`config.mk`:
```
export PLATFORM = sky130hd
export DESIGN_NAME = ball_motion
export DESIGN_NICKNAME = d
export VERILOG_FILES = /design/src/rtl/ball_motion.sv
export SDC_FILE = /design/constraint.sdc
export NUM_CORES = 1
export LEC_CHECK = 0
export BUFFER_PORTS_ARGS = -buffer_cell sky130_fd_sc_hd__buf_2
export CAP_MARGIN = 5
export CELL_PAD_IN_SITES_DETAIL_PLACEMENT = 2
export CELL_PAD_IN_SITES_GLOBAL_PLACEMENT = 2
export CORE_ASPECT_RATIO = 0.7
export CORE_MARGIN = 5
export CORE_UTILIZATION = 40
export CTS_BUF_LIST = sky130_fd_sc_hd__clkbuf_16
export CTS_CLUSTER_SIZE = 8
export DETAILED_ROUTE_END_ITERATION = 10
export GPL_TIMING_DRIVEN = 0
export PLACE_DENSITY = 0.95
export SLEW_MARGIN = 40
export SYNTH_ARGS = -nofsm -noshare
export SYNTH_HDL_FRONTEND = slang
export SYNTH_SLANG_ARGS = --single-unit
```
`constraint.sdc`:
```
create_clock -name clk -period 3.9 [get_ports clk]
set_clock_uncertainty 0.05 [all_clocks]
set_input_delay 0.195 -clock clk [delete_from_list [all_inputs] [get_ports clk]]
set_output_delay 0.195 -clock clk [all_outputs]
set_load 0.02 [all_outputs]
```
`src/rtl/ball_motion.sv`:
```
// Ball position and game-state controller: steps the ball at a fixed tick rate
// from the collision stage's direction code, and handles misses, lives and game over.
module ball_motion #(
  parameter int STEP_DIV   = 416666,
  parameter int SPEED      = 2,
  parameter int START_X    = 320,
  parameter int START_Y    = 240,
  parameter int LIVES      = 3,
  parameter int HOLD_STEPS = 60
) (
  input  logic       clk,
  input  logic       reset_n,
  input  logic       start,
  input  logic [3:0] dir_state,
  output logic [9:0] ball_pixel_x,
  output logic [9:0] ball_pixel_y,
  output logic [1:0] lives_left,
  output logic       in_play,
  output logic       game_over
);

  typedef enum logic [1:0] {IDLE, PLAY, HOLD, OVER} state_t;

  localparam int CW = (STEP_DIV < 2) ? 1 : $clog2(STEP_DIV);
  localparam int HW = $clog2(HOLD_STEPS + 2);
  localparam logic [CW-1:0] CNT_LAST  = CW'(STEP_DIV - 1);
  localparam logic [HW-1:0] HOLD_LAST = HW'(HOLD_STEPS - 1);
  localparam logic [9:0]    SX        = 10'(START_X);
  localparam logic [9:0]    SY        = 10'(START_Y);
  localparam logic [1:0]    LV        = 2'(LIVES);
  localparam logic signed [10:0] SPD   = 11'(SPEED);
  localparam logic signed [10:0] X_MIN = 11'sd10;
  localparam logic signed [10:0] X_MAX = 11'sd630;
  localparam logic signed [10:0] Y_MIN = 11'sd10;
  localparam logic signed [10:0] Y_MAX = 11'sd470;
  localparam logic [3:0]    DIR_MISS  = 4'd9;

  state_t               state;
  logic [CW-1:0]        step_cnt;
  logic [HW-1:0]        hold_cnt;
  logic                 tick;
  logic signed [10:0]   dx, dy;
  logic [9:0]           next_x, next_y;

  function automatic logic [9:0] sat(input logic signed [10:0] v,
                                     input logic signed [10:0] lo,
                                     input logic signed [10:0] hi);
    if (v < lo)      return lo[9:0];
    else if (v > hi) return hi[9:0];
    else             return v[9:0];
  endfunction

  assign tick = (step_cnt == CNT_LAST);

  // NOTE: every always_comb output gets a default first so no latch is inferred.
  always_comb begin
    dx = '0;
    dy = '0;
    case (dir_state)
      4'd0:       dy = SPD;
      4'd1, 4'd8: begin dx = -SPD; dy = -SPD; end
      4'd2, 4'd3: begin dx =  SPD; dy = -SPD; end
      4'd4, 4'd5: begin dx =  SPD; dy =  SPD; end
      4'd6, 4'd7: begin dx = -SPD; dy =  SPD; end
      default:    ;
    endcase
  end

  // Position is carried as 11-bit signed so a step past an edge clamps instead of wrapping.
  assign next_x = sat($signed({1'b0, ball_pixel_x}) + dx, X_MIN, X_MAX);
  assign next_y = sat($signed({1'b0, ball_pixel_y}) + dy, Y_MIN, Y_MAX);

  // NOTE: sequential state uses non-blocking assignments only; later writes in the
  // same block override the counter default below.
  always_ff @(posedge clk or negedge reset_n) begin
    if (!reset_n) begin
      state        <= IDLE;
      step_cnt     <= '0;
      hold_cnt     <= '0;
      ball_pixel_x <= SX;
      ball_pixel_y <= SY;
      lives_left   <= LV;
      in_play      <= 1'b0;
      game_over    <= 1'b0;
    end else begin
      step_cnt <= tick ? '0 : step_cnt + CW'(1);
      case (state)
        IDLE: begin
          step_cnt     <= '0;
          ball_pixel_x <= SX;
          ball_pixel_y <= SY;
          lives_left   <= LV;
          if (start) begin
            state   <= PLAY;
            in_play <= 1'b1;
          end
        end
        PLAY: begin
          // A miss takes priority over a coincident step tick.
          if (dir_state == DIR_MISS) begin
            lives_left   <= lives_left - 2'd1;
            ball_pixel_x <= SX;
            ball_pixel_y <= SY;
            step_cnt     <= '0;
            hold_cnt     <= '0;
            in_play      <= 1'b0;
            if (lives_left == 2'd1) begin
              state     <= OVER;
              game_over <= 1'b1;
            end else begin
              state <= HOLD;
            end
          end else if (tick) begin
            ball_pixel_x <= next_x;
            ball_pixel_y <= next_y;
          end
        end
        HOLD: begin
          if (tick) begin
            if (hold_cnt == HOLD_LAST) begin
              state    <= PLAY;
              in_play  <= 1'b1;
              step_cnt <= '0;
              hold_cnt <= '0;
            end else begin
              hold_cnt <= hold_cnt + HW'(1);
            end
          end
        end
        OVER: begin
          step_cnt     <= '0;
          ball_pixel_x <= SX;
          ball_pixel_y <= SY;
          lives_left   <= 2'd0;
          if (start) begin
            state      <= PLAY;
            lives_left <= LV;
            in_play    <= 1'b1;
            game_over  <= 1'b0;
          end
        end
        default: state <= IDLE;
      endcase
    end
  end

endmodule

```
==> flow_summary.ini <==
[synthesis]
synth_async_sr_flop_share_pct = 100.0
synthTopCellsByArea = dfrtp_1, ha_1, dfstp_2
synth_edf_count = 0
yosysTopAreaCell = dfrtp_1
ys_ff_latch = 49
netlist.area_leader.share_pct = 30.68
ys_types = 62
netlist_area_um2 = 3344
yosysWarnings = 0
syn_inst = 377
synth_top_flop_cell = dfrtp_1
synth.avg_cell_area_um2 = 8.871
ys_seq_area_share_pct = 36.96

[hold_path]
hold_class = in2reg
hold_depth = 3

[sta]
fin_setup_tns_ns = 0
worstMarginPinSlew_ns = 0.8280
rsz0062_at_grt = no
whs_ns = 0.1808
slew_violations = 0
finalSetupViolations = 0
timing.final.ws_setup_ns = 0.6037
maxSlewHeadroom_pct = 44.38
period_share_pct = 84.52
hold_viol = 0
period_needed_ns = 3.296
fmax_ghz = 0.3034

[worst_setup_path]
cp_max_fo = 10
rrSetupSlack_ns = 0.70
crit_required_ns = 4.01
cp-start-kind = input port
cp-end-kind = flop
cp.arrival_ns = 3.41
critPathKind = in2reg
worst_r2r_path_depth = 9

[run]
max_cap_violations = 0

[route]
drc = 0
dr.pass1.iters = 4
vias = 3034
via_per_inst = 5.880
drt_wl_total_mm = 10.88
post_drt_wl_per_cell_um = 21.09
drt-initial-drc-count = 125
ant_nets = 0

[clock_network]
cts_tree = yes
numCtsBuffers = 5
root_buffer = clkbuf_16
clock_latency_ns = 0.30
cts_sinks = 49
cts_buffer_depth = 2
post-cts-setup-buffer-count = 0
clk_pin_slew_ns = 0.08
htree_levels = 2
cts_resized = 0

[placed_design]
placed_area_um2 = 3640
pre_cts_ws_ns = 0.3780
io_buffers = 28
gp_congestion = 0.8091
dp_hpwl_mm = 8.226

[power_and_ir_drop]
irDropWorstVdd_v = 0.0002723
p_leak_nw = 1.703
power_density_nw_per_um2 = 466.1

[cells_and_area]
antenna_cells = 0
area_delta_synth_final_pct = 13.66
fin_area_um2 = 3801
final_core_util_pct = 47.48
nNetsFinal = 448
drive_above_1_share_pct = 15.42

[floorplan]
die_y_um = 86.51
rows = 27
die_area_um2 = 10320
coreArea_um2 = 8006
fp.dieW_um = 119.3
start_util_pct = 41.77
num_io_pins = 31

[global_routing]
grt_antenna_before_repair = 0
grt_max_degree = 50
grt-ovfl-total = 0
track_usage_pct = 21.90
grt_pass1_wl_mm = 18.28
grt_pass1_vias = 3440

[run_status]
status = finished clean
[metrics by stage]
step / total power, W / instances
after floorplan: 0.001057 / 378
after global placement: 0.001227 / 507
after detailed placement: 0.001308 / 507
after CTS: 0.001781 / 516
after global routing: 0.001885 / 516
final: 0.001772 / 516
[routing by layer]
| layer | wire length, µm | GRT usage (%) |
|---|---|---|
| met1 | 4963 | 27.54 |
| met2 | 5519 | 40.54 |
| met3 | 263 | 3.392 |
| met4 | 136 | 3.846 |
| met5 | 0 | 0 |
[sequential cells by signal, indices dropped and copies added, names as in the netlist]
name and cells:
game_over 1, hold_cnt 6, ball_pixel_x 9, ball_pixel_y 9, in_play 1, lives_left 2, step_cnt 19, state 2
[power by group]
| group | internal (W) | total [W] | leakage [nW] | switching, W |
|---|---|---|---|---|
| Combinational | 0.000201 | 0.000697 | 0.984 | 0.000496 |
| Sequential | 0.000565 | 0.000617 | 0.643 | 0.0000521 |
| Clock | 0.000245 | 0.000457 | 0.0752 | 0.000212 |
| Total | 0.00101 | 0.00177 | 1.70 | 0.000760 |
[cell usage after synthesis, types with 2 or more instances]
cell type	n
nor2_1	53
dfrtp_1	41
nand2_1	35
a21oi_1	27
ha_1	25
o21ai_0	23
xor2_1	18
nand3_1	14
inv_1	13
xnor2_1	12
dfstp_2	8
nor3_1	8
a211oi_1	6
o31ai_1	6
nand2b_1	5
nand4_1	5
and3_1	4
nor2b_1	4
o211ai_1	4
o21ai_1	4
a31oi_1	3
and2_1	3
buf_4	3
nand3b_1	3
nor4b_1	3
a32oi_1	2
buf_2	2
clkbuf_1	2
fa_1	2
nor4_1	2
nor4bb_1	2
o2111ai_1	2
o21bai_1	2
o221a_2	2
or3_1	2
[worst paths after layout]
kind | startpoint | end
max reg2reg | ball_pixel_y[1]$_DFFE_PN0P_ | ball_pixel_y[3]$_DFFE_PN0P_
max | dir_state[1] | ball_pixel_y[3]$_DFFE_PN0P_
max in group asynchronous | reset_n | step_cnt[4]$_DFF_PN0_
min in group asynchronous | reset_n | step_cnt[16]$_DFF_PN0_
min reg2reg | hold_cnt[5]$_DFFE_PN0P_ | hold_cnt[5]$_DFFE_PN0P_
min | start | lives_left[1]$_DFFE_PN1P_
[cell type report]
class	count	area, µm²
multi-input cells	309	2046
repair buffers	29	152.6
clock buffers	5	125.1
well taps	101	126.4
fillers	885	4205
plain buffers	7	40.04
flip-flops and latches	49	1236
inverters	13	48.80
clock inverters	3	26.28
[cells in the final DEF, fill, tap and decap left out, types with 2 or more instances in the layout]
master	Yosys	final
nor2_1	53	52
dfrtp_1	41	41
nand2_1	35	35
buf_2	2	29
a21oi_1	27	27
ha_1	25	25
o21ai_0	23	23
xor2_1	18	18
nand3_1	14	14
inv_1	13	13
xnor2_1	12	12
nor3_1	8	8
dfstp_2	8	8
a211oi_1	6	6
o31ai_1	6	5
nand4_1	5	5
nand2b_1	5	5
clkbuf_16	0	5
and3_1	4	4
o211ai_1	4	4
nor2b_1	4	4
buf_4	3	4
o21ai_1	4	4
nor4b_1	3	3
nand3b_1	3	3
and2_1	3	3
a31oi_1	3	3
inv_6	0	3
nor4bb_1	2	2
clkbuf_1	2	2
or3_1	2	2
o21bai_1	2	2
a32oi_1	2	2
o2111ai_1	2	2
o221a_2	2	2
fa_1	2	2
conb_1	1	2
[logic make-up (layout without fill, tap and decap cells)]
kind of cell,Yosys count,count (layout),share of synthesized area [%]
other,1,2,0.1121
DFF,49,49,36.96
xor gates and xnor gates,31,31,8.343
AOI/OAI and AO/OA,95,95,18.48
buffers and inverters,20,57,2.656
and+or+nand+nor,152,152,22.26
adders and majority gates,27,27,10.55
muxes,2,2,0.6360
[critical path, cell delays in order]
cell and delay, ns:
buf_2 0.16, nor2_1 0.08, xor2_1 0.16, nor2_2 0.48, ha_1 0.40, a211oi_1 0.42, o21bai_1 0.14, a21oi_1 0.21
xor2_1 0.17, o41a_2 0.59, a32oi_1 0.25, o21ai_0 0.15
[timing repair]
item	in CTS	in global routing
hold buffers	1	0
endpoints found under the hold margin	41	0
setup endpoints to repair	0	0
(Power assumes the default switching activity.)
